==> config.mk <==
export PLATFORM = sky130hd
export DESIGN_NAME = prot_rx
export DESIGN_NICKNAME = d
export VERILOG_FILES = /design/src/rtl/prot_pkg.sv /design/src/rtl/prot_rxb.sv /design/src/rtl/prot_rx.sv
export SDC_FILE = /design/constraint.sdc
export NUM_CORES = 1
export LEC_CHECK = 0
export BUFFER_PORTS_ARGS = -buffer_cell sky130_fd_sc_hd__buf_2
export CORE_MARGIN = 5
export CORE_UTILIZATION = 45
export DETAILED_ROUTE_END_ITERATION = 7
export GPL_TIMING_DRIVEN = 0
export SLEW_MARGIN = 15
export SYNTH_ARGS = -nofsm -noshare
export SYNTH_HDL_FRONTEND = slang
export SYNTH_SLANG_ARGS = --single-unit
==> constraint.sdc <==
create_clock -name ck -period 2.9 [get_ports ck]
set_clock_uncertainty 0.05 [all_clocks]
set_input_delay 0 -clock ck [delete_from_list [all_inputs] [get_ports ck]]
set_output_delay 0 -clock ck [all_outputs]
set_load 0.02 [all_outputs]
==> src/rtl/prot_pkg.sv <==
// Shared constants and types for the 8N1 command-frame receiver.
package prot_pkg;

  // First byte of every command frame
  localparam logic [7:0] HDR_BYTE  = 8'hAA;
  // Bytes per frame: header, cmd, d3, d2, d1, d0
  localparam int         FRAME_LEN = 6;

  // Abort cause codes reported on ecode
  localparam logic [1:0] E_FRM = 2'd1;  // stop bit sampled low
  localparam logic [1:0] E_HDR = 2'd2;  // first byte was not the header
  localparam logic [1:0] E_TMO = 2'd3;  // line idle too long inside a frame

  // Byte-level receive state
  typedef enum logic [1:0] {
    ST_IDLE,
    ST_START,
    ST_DATA,
    ST_STOP
  } byte_st_t;

endpackage

==> src/rtl/prot_rxb.sv <==
// Byte receiver: 2-flop synchroniser on the serial line plus the 8N1 byte FSM.
// Emits a one-cycle bval with bdat on a good stop bit, or a one-cycle berr
// when the stop bit is low. After a framing error the start detector stays
// disarmed until the line returns high, so a held-low break is reported once.
module prot_rxb
  import prot_pkg::*;
#(
  parameter int CLKS_PER_BIT = 5208
) (
  input  logic       ck,
  input  logic       rst_n,
  input  logic       rx,
  output logic       bval,
  output logic [7:0] bdat,
  output logic       berr,
  output logic       bact
);

  localparam int            CW     = $clog2(CLKS_PER_BIT);
  localparam logic [CW-1:0] C_HALF = CW'(CLKS_PER_BIT / 2 - 1);
  localparam logic [CW-1:0] C_FULL = CW'(CLKS_PER_BIT - 1);

  logic          r_sync1;
  logic          r_rxs;
  byte_st_t      r_state;
  logic [CW-1:0] r_cnt;
  logic [2:0]    r_bit;
  logic [7:0]    r_shift;
  logic          r_armed;
  logic          r_bval;
  logic [7:0]    r_bdat;
  logic          r_berr;

  // Two-flop synchroniser; idles high so reset does not look like a start bit
  always_ff @(posedge ck) begin
    if (!rst_n) begin
      r_sync1 <= 1'b1;
      r_rxs   <= 1'b1;
    end else begin
      r_sync1 <= rx;
      r_rxs   <= r_sync1;
    end
  end

  // Byte FSM: mid-bit sampling driven by a down-counter reloaded every bit
  always_ff @(posedge ck) begin
    if (!rst_n) begin
      r_state <= ST_IDLE;
      r_cnt   <= '0;
      r_bit   <= '0;
      r_shift <= '0;
      r_armed <= 1'b0;
      r_bval  <= 1'b0;
      r_bdat  <= '0;
      r_berr  <= 1'b0;
    end else begin
      r_bval <= 1'b0;
      r_berr <= 1'b0;
      case (r_state)
        ST_IDLE: begin
          if (!r_armed) begin
            if (r_rxs) r_armed <= 1'b1;
          end else if (!r_rxs) begin
            r_state <= ST_START;
            r_cnt   <= C_HALF;
          end
        end
        ST_START: begin
          if (r_cnt == '0) begin
            if (r_rxs) begin
              r_state <= ST_IDLE;          // glitch, not a real start bit
            end else begin
              r_state <= ST_DATA;
              r_cnt   <= C_FULL;
              r_bit   <= '0;
            end
          end else begin
            r_cnt <= r_cnt - 1'b1;
          end
        end
        ST_DATA: begin
          if (r_cnt == '0) begin
            r_shift <= {r_rxs, r_shift[7:1]};  // LSB arrives first
            r_cnt   <= C_FULL;
            if (r_bit == 3'd7) r_state <= ST_STOP;
            else               r_bit   <= r_bit + 1'b1;
          end else begin
            r_cnt <= r_cnt - 1'b1;
          end
        end
        ST_STOP: begin
          if (r_cnt == '0) begin
            r_state <= ST_IDLE;
            if (r_rxs) begin
              r_bval <= 1'b1;
              r_bdat <= r_shift;
            end else begin
              r_berr  <= 1'b1;
              r_armed <= 1'b0;             // wait for line high before next start
            end
          end else begin
            r_cnt <= r_cnt - 1'b1;
          end
        end
        default: r_state <= ST_IDLE;
      endcase
    end
  end

  assign bval = r_bval;
  assign bdat = r_bdat;
  assign berr = r_berr;
  assign bact = (r_state != ST_IDLE);

endmodule

==> src/rtl/prot_rx.sv <==
// Command-frame receiver: assembles AA,cmd,d3,d2,d1,d0 from the byte
// receiver, publishes good frames with a one-cycle fok and reports
// framing / header / inter-byte timeout aborts with a one-cycle ferr.
module prot_rx
  import prot_pkg::*;
#(
  parameter int CLKS_PER_BIT = 5208,
  parameter int TIMEOUT_BITS = 20
) (
  input  logic        ck,
  input  logic        rst_n,
  input  logic        Rx,
  output logic [7:0]  fcmd,
  output logic [31:0] fdat,
  output logic        fok,
  output logic        ferr,
  output logic [1:0]  ecode,
  output logic        busy
);

  localparam int            DW     = $clog2(CLKS_PER_BIT);
  localparam int            TW     = $clog2(TIMEOUT_BITS + 1);
  localparam logic [DW-1:0] D_LAST = DW'(CLKS_PER_BIT - 1);
  localparam logic [TW-1:0] T_MAX  = TW'(TIMEOUT_BITS);
  localparam logic [TW-1:0] T_LAST = TW'(TIMEOUT_BITS - 1);
  localparam logic [2:0]    I_LAST = 3'(FRAME_LEN - 1);

  logic        w_bval;
  logic [7:0]  w_bdat;
  logic        w_berr;
  logic        w_bact;
  logic        w_run;
  logic        w_tmo;

  logic [2:0]    r_idx;
  logic [7:0]    r_cmd_sh;
  logic [23:0]   r_dat_sh;
  logic [DW-1:0] r_tdiv;
  logic [TW-1:0] r_tcnt;
  logic [7:0]    r_fcmd;
  logic [31:0]   r_fdat;
  logic          r_fok;
  logic          r_ferr;
  logic [1:0]    r_ecode;

  prot_rxb #(
    .CLKS_PER_BIT(CLKS_PER_BIT)
  ) u_rxb (
    .ck   (ck),
    .rst_n(rst_n),
    .rx   (Rx),
    .bval (w_bval),
    .bdat (w_bdat),
    .berr (w_berr),
    .bact (w_bact)
  );

  // Idle time is only counted between bytes of a partially received frame
  assign w_run = (r_idx != '0) && !w_bact;
  assign w_tmo = w_run && (r_tdiv == D_LAST) && (r_tcnt == T_LAST);

  // Inter-byte idle timer: bit-time prescaler plus saturating bit-time count
  always_ff @(posedge ck) begin
    if (!rst_n || !w_run) begin
      r_tdiv <= '0;
      r_tcnt <= '0;
    end else if (r_tdiv == D_LAST) begin
      r_tdiv <= '0;
      if (r_tcnt != T_MAX) r_tcnt <= r_tcnt + 1'b1;
    end else begin
      r_tdiv <= r_tdiv + 1'b1;
    end
  end

  // Frame assembly and output registers; byte events take priority over timeout
  always_ff @(posedge ck) begin
    if (!rst_n) begin
      r_idx    <= '0;
      r_cmd_sh <= '0;
      r_dat_sh <= '0;
      r_fcmd   <= '0;
      r_fdat   <= '0;
      r_fok    <= 1'b0;
      r_ferr   <= 1'b0;
      r_ecode  <= '0;
    end else begin
      r_fok  <= 1'b0;
      r_ferr <= 1'b0;
      if (w_berr) begin
        r_ferr  <= 1'b1;
        r_ecode <= E_FRM;
        r_idx   <= '0;
      end else if (w_bval) begin
        if (r_idx == '0) begin
          if (w_bdat == HDR_BYTE) begin
            r_idx <= 3'd1;
          end else begin
            r_ferr  <= 1'b1;
            r_ecode <= E_HDR;
          end
        end else if (r_idx == 3'd1) begin
          r_cmd_sh <= w_bdat;
          r_idx    <= 3'd2;
        end else if (r_idx == I_LAST) begin
          r_fcmd <= r_cmd_sh;
          r_fdat <= {r_dat_sh, w_bdat};
          r_fok  <= 1'b1;
          r_idx  <= '0;
        end else begin
          r_dat_sh <= {r_dat_sh[15:0], w_bdat};  // data bytes arrive MSB first
          r_idx    <= r_idx + 1'b1;
        end
      end else if (w_tmo) begin
        r_ferr  <= 1'b1;
        r_ecode <= E_TMO;
        r_idx   <= '0;
      end
    end
  end

  assign fcmd  = r_fcmd;
  assign fdat  = r_fdat;
  assign fok   = r_fok;
  assign ferr  = r_ferr;
  assign ecode = r_ecode;
  assign busy  = w_bact || (r_idx != '0);

endmodule

==> results of run 1 <==
cells in the mapped netlist, types with 3 or more instances:
cell type | number | area share [%]
a211oi_1 | 3 | 0.40
a21oi_1 | 69 | 6.1
a31oi_1 | 3 | 0.33
buf_2 | 6 | 0.53
buf_4 | 3 | 0.40
clkbuf_1 | 23 | 1.5
dfxtp_1 | 136 | 48
ha_1 | 12 | 2.7
inv_1 | 17 | 1.1
mux2i_1 | 41 | 7.3
nand2_1 | 101 | 6.7
nand2b_1 | 7 | 0.77
nand3_1 | 24 | 2.1
nand4_1 | 9 | 1.0
nor2_1 | 75 | 5.0
nor3_1 | 8 | 0.71
nor4_1 | 5 | 0.55
nor4_4 | 3 | 1.1
nor4bb_1 | 4 | 0.71
o21a_1 | 4 | 0.53
o21ai_0 | 16 | 1.4
o22ai_1 | 3 | 0.33
or3_1 | 3 | 0.33
xnor2_1 | 6 | 0.93
xor2_1 | 8 | 1.2
worst max-delay path: cells and delay by family (launching register included):
family / cells / cell delay [ps]
flops: 1 / 410
buf+inv: 1 / 110
compound gates: 3 / 980
simple gates: 2 / 490
fa+ha+maj: 1 / 410
sequential cells by signal, indices dropped and copies added (netlist names), 2 cells and up, named ones only:
signal and count:
r_dat_sh 24, r_tcnt 5, fcmd 8, ecode 2, r_idx 3, u_rxb.bdat 8
r_tdiv 13, r_cmd_sh 8, u_rxb.r_bit 3, u_rxb.r_shift 8, u_rxb.r_cnt 13, fdat 32
cells by family (layout without fill, tap and decap cells):
kind of cell	Yosys count	in the layout
xor+xnor	14	14
mux	41	41
buf+inv	54	135
simple gates	260	260
compound gates	122	122
flops	136	136
fa+ha+maj	12	12
power groups by stage:
| stage | sequential [mW] | clock, mW | combinational (mW) |
|---|---|---|---|
| 3_5_place_dp | 1.97 | 0 | 0.628 |
| 4_1_cts | 1.93 | 2.09 | 0.634 |
| 6_report | 1.93 | 2.04 | 0.645 |
| 2_1_floorplan | 1.96 | 0 | 0.493 |
| 5_1_grt | 1.93 | 2.19 | 0.709 |
| 3_3_place_gp | 1.97 | 0 | 0.623 |
path summary, 6_finish.rpt:
| path | from | endpoint | slack, ps | depth (start not counted) |
|---|---|---|---|---|
| max | u_rxb.r_state[0] | u_rxb.r_cnt[2] | 370 | 7 |
| min | u_rxb.r_sync1 | u_rxb.r_rxs | 370 | 1 |
| max reg2reg | u_rxb.r_state[0] | u_rxb.r_cnt[2] | 370 | 7 |
| min reg2reg | u_rxb.r_sync1 | u_rxb.r_rxs | 370 | 1 |
what timing repair did:
action	CTS	global route
endpoints found under the setup margin	0	0
endpoints found under the hold margin	6	0
gates resized for setup	0	0
hold buffers	3	0
per-layer routing:
metal	vias to the layer above	global-route usage (%)
met5	-	0
met4	0	6.44
met3	19	5.80
met2	79	30.5
met1	2211	22.6
li1	2343	-
cell type report:
type                       instances  area (µm²)  area share, %
buffer                            35         160           2.39
multi-input combinational        449        2700           40.3
clock buffer                      24         502           7.49
tap                              172         215           3.21
sequential                       136        2720           40.7
timing repair buffer              49         260           3.89
inverter                          19        71.3           1.07
clock inverter                     8        68.8           1.03
through the flow:
step	hold slack, ps	utilization (%)	area [µm²]	instances	worst slack (ps)
after CTS	375	53.7	6700	892	484
after floorplan	51.5	-	5650	639	924
after global routing	388	53.7	6700	892	320
after global placement	137	48.9	6100	857	540
final	368	53.7	6700	892	367
after detailed placement	141	48.9	6100	857	498
==> summary.txt, run 1 <==
Outcome
  • Outcome: complete, no violations

Yosys
  • Synth async-reset ratio: 0%
  • Syn avg cell area: ~9 µm²
  • Largest family of logic cells by synthesized area: simple AND/OR/NAND/NOR gates
  • Seq/Total Area, Yosys: 48.2%
  • Post-synthesis mux area share: 7.26%
  • Adder-cell area share of the yosys netlist: 2.66%
  • Cells after Synth: 639
  • Post-Synth XOR/XNOR Area: 2.17%
  • Post-synthesis cell area: between 0.005 and 0.006 mm²
  • YS warnings: 0
  • Netlist cell types: 64
  • Compound-gate portion of the synthesized area: a little over an eighth
  • Post-synth EDFFs: 0
  • Post-synth top flop: dfxtp_1
  • Syn nets: 654
  • Synth Register Bits: 136
  • Synth Area in Simple Gates: 22.4%

Cells and area
  • Area Growth Syn to Fin: 18.5%
  • FILL cells: between 1k and 1.5k
  • Fraction of layout cells with a size suffix above 1: 14.9%
  • Net count, final: 722
  • Commonest non-fill, non-tap cell in the layout: dfxtp_1
  • N_diodes: 0
  • Most frequent cells in the layout: 136 x dfxtp_1, 101 x nand2_1, 75 x nor2_1, 69 x a21oi_1, 52 x buf_2

Global route
  • Vias in the first global route: 4500
  • Overflow after GRT: 0
  • Total GRT Usage: 18.4%
  • Largest net degree at the start of global routing: 17
  • First-pass GRT wire length: 21.6 mm
  • Initial antenna violation count: 0

Setup path
  • CP Capture Type: register
  • Crit-path max FO: 7
  • WP data arrival: ~2800 ps
  • Worst Setup Start Kind: register
  • Worst path cell trace: inv_1, ha_1, nor2_1, a2111oi_0, nand2_1, a2bb2oi_1, o22ai_1
  • Slowest CP cell: a2111oi_0
  • Worst path max stage delay: around 630 ps
  • Critical path class: reg -> reg
  • Critical Path RT: 3180 ps

CTS
  • CTS buffer count: 17
  • CTS sink cnt: 136
  • Clk root buf: clkbuf_16
  • CTS Buffer Depth: 2
  • Clock latency on the worst-skew pair: 410 ps
  • CTS clock-pin slew for the worst setup and hold paths: 50 ps
  • CTS H-tree lvls: 4
  • Setup bufs post-CTS: 0
  • CTS tree: yes

Pwr
  • Switch Pwr: 1.20 mW
  • Sequential share of power: 41.8%
  • Comb power frac: between 10% and 20%
  • Leakage: 2.70 nW
  • PD cells: 689 mW/mm²
  • Int Pwr: about 3.4 mW
  • Clock power share: 44.2%
  • VDD IR max: 464 µV
  • Final Power: 4.62 mW
  • Switching part of the total: 26.1%

Detailed routing
  • DRT antenna net count: 0
  • Vias per inst: 5.22
  • Metal3 WL: approximately 490 µm
  • First-pass DRT Iterations: 5
  • Initial DRC Count: 241
  • WL per Instance: 14.5 µm
  • Met2 WL: 6.43 mm
  • Vias: 4652
  • Top layer reached by signal wires: met4
  • Drt total wl: roughly 13 mm
  • WL met1: ~5.8 mm
  • Residual DRC: 0

Floorplan
  • Core Area: 0.0125 mm²
  • Die width: roughly 120 µm
  • Full die area: around 0.015 mm²
  • Initial core utilization: 45.3%
  • Ports: 48
  • Die Ht: 122 µm
  • # rows: 41

Timing
  • Final Hold Fails: 0
  • RSZ-0062 raised after global routing: false
  • Fin. max-slew vios: 0
  • Final setup fails: 0
  • F_max: about 400 MHz
  • Tmin final: between 2000 and 3000 ps
  • Period utilisation layout: 87.4%
  • Slew HR: between 30% and 40%
  • Final TNS setup: 0 ps
  • Worst Max-Slew Pin Slew: 975 ps

Place
  • Placer Congestion: approximately 0.86
  • Port bufs: 46
  • DP HPWL: 9.40 mm

Flow run
  • Number of max-cap violations: 0

Min path
  • Hold crit path type: reg -> reg
No activity file was read; power rests on OpenSTA's default activity.
==> run 2: changes to the inputs <==
Settings changed: BUFFER_PORTS_ARGS -buffer_cell sky130_fd_sc_hd__buf_2 to not set, DONT_BUFFER_PORTS set to 1.
==> run 2 against run 1 <==
Effect of this change: clock-buffer cell count shrank 5; flip-flop and latch count did not move; non-clock buffer count fell by 46; fmax grew 2.8%; largest cell class unchanged; worst setup slack improved by 70 ps; critical path depth unchanged; worst hold slack got worse by 2.5 ps; final cell count is 5.2% lower; first-iteration DRC count increased by 15%.
==> summary.txt, run 2 (same netlist as run 1, synthesis figures left out) <==
CTS
  • CTS Buffer Depth: 2
  • CTS H-tree lvls: 4
  • Clk root buf: clkbuf_16
  • CTS buffer count: 17
  • CTS clock-pin slew for the worst setup and hold paths: 60 ps
  • CTS tree: yes
  • Clock latency on the worst-skew pair: 410 ps
  • CTS sink cnt: 136

Timing
  • Final setup fails: 0
  • F_max: 406 MHz
  • Fin. max-slew vios: 0
  • Slew HR: 37.4%
  • Tmin final: 2460 ps
  • Final Hold Fails: 0
  • Fin worst setup slack: 436 ps
  • Hold slack final: 366 ps
  • Final TNS setup: 0 ps
  • Worst Max-Slew Pin Slew: 930 ps
  • Period utilisation layout: 85.0%
  • RSZ-0062 raised after global routing: false

Cells and area
  • Max reg flops: 32
  • Most frequent cells in the layout: 136 x dfxtp_1, 101 x nand2_1, 75 x nor2_1, 69 x a21oi_1, 41 x mux2i_1
  • N_diodes: 0
  • Fraction of layout cells with a size suffix above 1: 9.35%
  • Area Growth Syn to Fin: 15.0%
  • Final Util: between 50% and 60%
  • Commonest non-fill, non-tap cell in the layout: dfxtp_1
  • Net count, final: 676
  • FILL cells: 1171
  • Fin area: 0.00650 mm²

Global route
  • Overflow after GRT: 0
  • Initial antenna violation count: 0
  • Largest net degree at the start of global routing: 17
  • Vias in the first global route: between 4k and 5k
  • Total GRT Usage: 17.6%
  • First-pass GRT wire length: 20.7 mm

Setup path
  • Crit-path max FO: 7
  • RR Startpoint: u_rxb.r_state[0]
  • Worst Setup Start Kind: register
  • R2R depth: 7
  • R2r setup slk: 440 ps
  • CP Capture Type: register
  • Worst setup path end: u_rxb.r_cnt[2]
  • Setup crit start: u_rxb.r_state[0]
  • Critical path class: reg -> reg
  • Critical Path RT: 3190 ps
  • Worst R2R End: u_rxb.r_cnt[2]
  • WP data arrival: 2760 ps

Floorplan
  • Die Ht: 122 µm
  • Core Area: about 0.012 mm²
  • Ports: 48
  • Initial core utilization: 45.3%
  • Die width: ~120 µm
  • Full die area: 0.0149 mm²
  • # rows: slightly above 40

Detailed routing
  • Residual DRC: 0
  • Vias per inst: 5.27
  • Vias: about 4.5k
  • Drt total wl: 12.7 mm
  • Initial DRC Count: 277
  • First-pass DRT Iterations: 6
  • WL per Instance: 15.0 µm
  • DRT antenna net count: 0

Place
  • Pre-CTS WS: 506 ps
  • Cell Area, Placed: roughly 0.0059 mm²
  • Placer Congestion: about 0.87
  • Port bufs: 0
  • DP HPWL: approximately 9.1 mm

Pwr
  • Leakage: about 2.5 nW
  • VDD IR max: approximately 510 µV
  • PD cells: 728 mW/mm²

Min path
  • Hold_sp: u_rxb.r_sync1
  • Hold crit path type: reg -> reg

Outcome
  • Outcome: complete, no violations

Flow run
  • Number of max-cap violations: 0
## run 2: cell types whose count changed in the layout (fill, tap and decap cells not counted)
cell / before / now
clkbuf_1: 25 / 23
clkinv_4: 1 / 0
inv_6: 0 / 1
clkbuf_8: 5 / 2
bufinv_16: 1 / 3
buf_2: 52 / 6
clkinvlp_4: 0 / 3
## run 2: worst min-delay path by stage
stage	to	slack (ps)	cells past startpoint
2_1_floorplan	u_rxb.r_sync1	50	1
3_3_place_gp	u_rxb.r_sync1	60	1
3_5_place_dp	u_rxb.r_sync1	60	1
4_1_cts	u_rxb.r_rxs	370	1
5_1_grt	u_rxb.r_rxs	390	1
6_report	u_rxb.r_rxs	370	1
## run 2: final cells by class
class	instances	area, µm²	share of cell area, %
Buffer	35	160	2.46
Clock buffer	19	453	6.97
Clock inverter	13	151	2.33
Inverter	19	71.3	1.10
Multi-Input combinational cell	449	2700	41.5
Sequential cell	136	2720	41.9
Tap cell	172	215	3.31
Timing Repair Buffer	3	30.0	0.462
## run 2: critical path, stage by stage, from the launching register on
cell	delay, ps
dfxtp_1	420
inv_1	120
ha_1	430
nor2_1	160
a2111oi_0	580
nand2_1	310
a2bb2oi_1	200
o22ai_1	130
## run 2: power breakdown
part | switching (mW) | internal (mW) | total, mW
Clock | 0.779 | 1.39 | 2.17
Combinational | 0.406 | 0.228 | 0.635
Sequential | 0.0320 | 1.90 | 1.93
Total | 1.22 | 3.51 | 4.73
## run 2: per-layer routing
layer,share of wire [%],global-route usage [%]
met5,0,0
met4,1.0,5.81
met3,5.2,5.29
met2,48,28.8
met1,46,22.2
## run 2: per-stage QoR
stage,instances,power (mW)
global route,846,4.92
CTS,846,4.77
finish,846,4.73
floorplan,639,2.45
detailed placement,811,2.60
global placement,811,2.58
## run 2: repair_timing
action,CTS,global route
endpoints found under the hold margin,6,0
hold buffers,3,0
gates resized for setup,0,0
endpoints found under the setup margin,0,0
setup buffers,0,0
==> run 3: changes to the inputs <==
Clock period 2.9 ns to 2.1 ns, I/O delays scaled along.
==> run 3 against run 2 <==
Effect of this change: first-iteration DRC count decreased by 21%; register-to-register slack worse by 330 ps; clock-buffer cell count stayed put; sequential share of layout area decreased by 0.75 points; total power grew 41%; flip-flop and latch count is the same; worst hold slack gained 0.86 ps; final cell count is 0.71% higher; routed wire length is 0.88% higher; die area stayed put; largest power group unchanged.
==> summary.txt, run 3 (same netlist as run 1, synthesis figures left out) <==
Outcome
  • Outcome: complete, no violations

CTS
  • CTS clock-pin slew for the worst setup and hold paths: approximately 50 ps
  • CTS H-tree lvls: 4
  • CTS tree: yes
  • CTS buffer count: 17
  • Clock latency on the worst-skew pair: 410 ps
  • CTS sink cnt: 136
  • Clk root buf: clkbuf_16
  • CTS Buffer Depth: 2

Pwr
  • Final Power: 6.69 mW
  • VDD IR max: ~700 µV
  • PD cells: approximately 1000 mW/mm²
  • Leakage: 2.51 nW

Global route
  • Overflow after GRT: 0
  • Total GRT Usage: ~18%
  • Vias in the first global route: 4365
  • Largest net degree at the start of global routing: 17
  • Initial antenna violation count: 0
  • First-pass GRT wire length: 20.8 mm

Detailed routing
  • DRT antenna net count: 0
  • Initial DRC Count: 219
  • Vias per inst: 5.28
  • WL per Instance: 15.0 µm
  • First-pass DRT Iterations: 5
  • Drt total wl: about 13 mm
  • Residual DRC: 0
  • Vias: around 4.5k

Cells and area
  • Net count, final: 682
  • Max reg flops: 32
  • Fraction of layout cells with a size suffix above 1: 12.8%
  • N_diodes: 0
  • FILL cells: about 1.2k
  • Fin area: 0.00663 mm²
  • Most frequent cells in the layout: 133 x dfxtp_1, 100 x nand2_1, 74 x nor2_1, 69 x a21oi_1, 41 x mux2i_1
  • Final Util: 53.2%
  • Area Growth Syn to Fin: 17.3%
  • Register Area: 0.00273 mm²
  • Area of the multi-input gates: 0.00277 mm²
  • Commonest non-fill, non-tap cell in the layout: dfxtp_1

Place
  • Placer Congestion: 0.866
  • Port bufs: 0
  • Cell Area, Placed: 0.00587 mm²
  • DP HPWL: 9.08 mm

Timing
  • Final Hold Fails: 0
  • Slew HR: 51.8%
  • Worst Max-Slew Pin Slew: ~700 ps
  • F_max: ~500 MHz
  • Period utilisation layout: 95.0%
  • RSZ-0062 raised after global routing: false
  • Final setup fails: 0
  • Fin. max-slew vios: 0
  • Tmin final: 2000 ps

Setup path
  • Crit-path max FO: 6
  • Family with the most delay on the worst path: simple AND/OR/NAND/NOR gates
  • Worst path max stage delay: 350 ps
  • Slowest CP cell: nor4b_4
  • CP Capture Type: register
  • Buf/Inv on CP: 1
  • Critical path class: reg -> reg
  • WP data arrival: 2270 ps
  • Worst path cell trace: inv_2, ha_2, nor4b_4, and3_2, and2_1, nor3_1, a211oi_1
  • Critical Path RT: about 2400 ps
  • Worst Setup Start Kind: register

Flow run
  • Number of max-cap violations: 0

Floorplan
  • Ports: 48
  • Core Area: approximately 0.012 mm²
  • Die width: 122 µm
  • # rows: 41
  • Full die area: 0.0149 mm²
  • Initial core utilization: 45.3%
  • Die Ht: 122 µm

Min path
  • Hold crit path type: reg -> reg
run 3: area by class of cell:
cell class              instances  share of cell area (%)
clock inverters                13                    2.28
well taps                     172                    3.25
inverters                      19                    1.08
flip-flops and latches        136                    41.1
plain buffers                  35                    2.49
clock buffers                  19                    6.83
multi-input cells             449                    41.8
repair buffers                  9                    1.13
run 3: where the power goes:
group	total, mW	internal (mW)	leakage [nW]	switching (mW)
combinational	1.03	0.424	1.12	0.606
clock	2.99	1.92	0.295	1.08
sequential	2.67	2.62	1.10	0.0485
total	6.69	4.96	2.51	1.73
run 3: worst register-to-register path, stage by stage (launching register included):
cell and delay, ps:
dfxtp_2 340, inv_2 80, ha_2 190, nor4b_4 350, and3_2 290, and2_1 290
nor3_1 110, a211oi_1 210
run 3: what timing repair did:
item / CTS / global route
pin swaps: 1 / 6
buffers inserted: 1 / 5
endpoints found under the setup margin: 55 / 53
gates resized for setup: 7 / 22
hold buffers: 3 / 0
endpoints found under the hold margin: 6 / 0
run 3: metrics by stage:
step	hold slack, ps	setup slack, ps	instances	setup TNS, ps
finish	367	104	852	0
global route	386	0.521	852	0
CTS	373	13.5	847	0
detailed placement	56.1	-294	811	-6460
global placement	57.5	-264	811	-1880
floorplan	51.5	124	639	0
run 3: path summary, 6_finish.rpt:
kind	cells after the start	slack, ps	endpoint	start
setup / recovery	7	100	u_rxb.r_cnt[0]	u_rxb.r_cnt[0]
hold reg to reg	1	370	u_rxb.r_rxs	u_rxb.r_sync1
setup reg to reg	7	100	u_rxb.r_cnt[0]	u_rxb.r_cnt[0]
hold / removal	1	370	u_rxb.r_rxs	u_rxb.r_sync1
run 3: per-layer routing:
| layer | GRT usage, % | vias to the layer above | routed length [µm] | share of wire (%) |
|---|---|---|---|---|
| met4 | 6.30 | 0 | 200 | 1.6 |
| met3 | 5.43 | 17 | 627 | 4.9 |
| li1 | - | 2263 | - | - |
| met2 | 28.7 | 89 | 6130 | 48 |
| met1 | 22.2 | 2129 | 5850 | 46 |
| met5 | 0 | - | 0 | 0 |
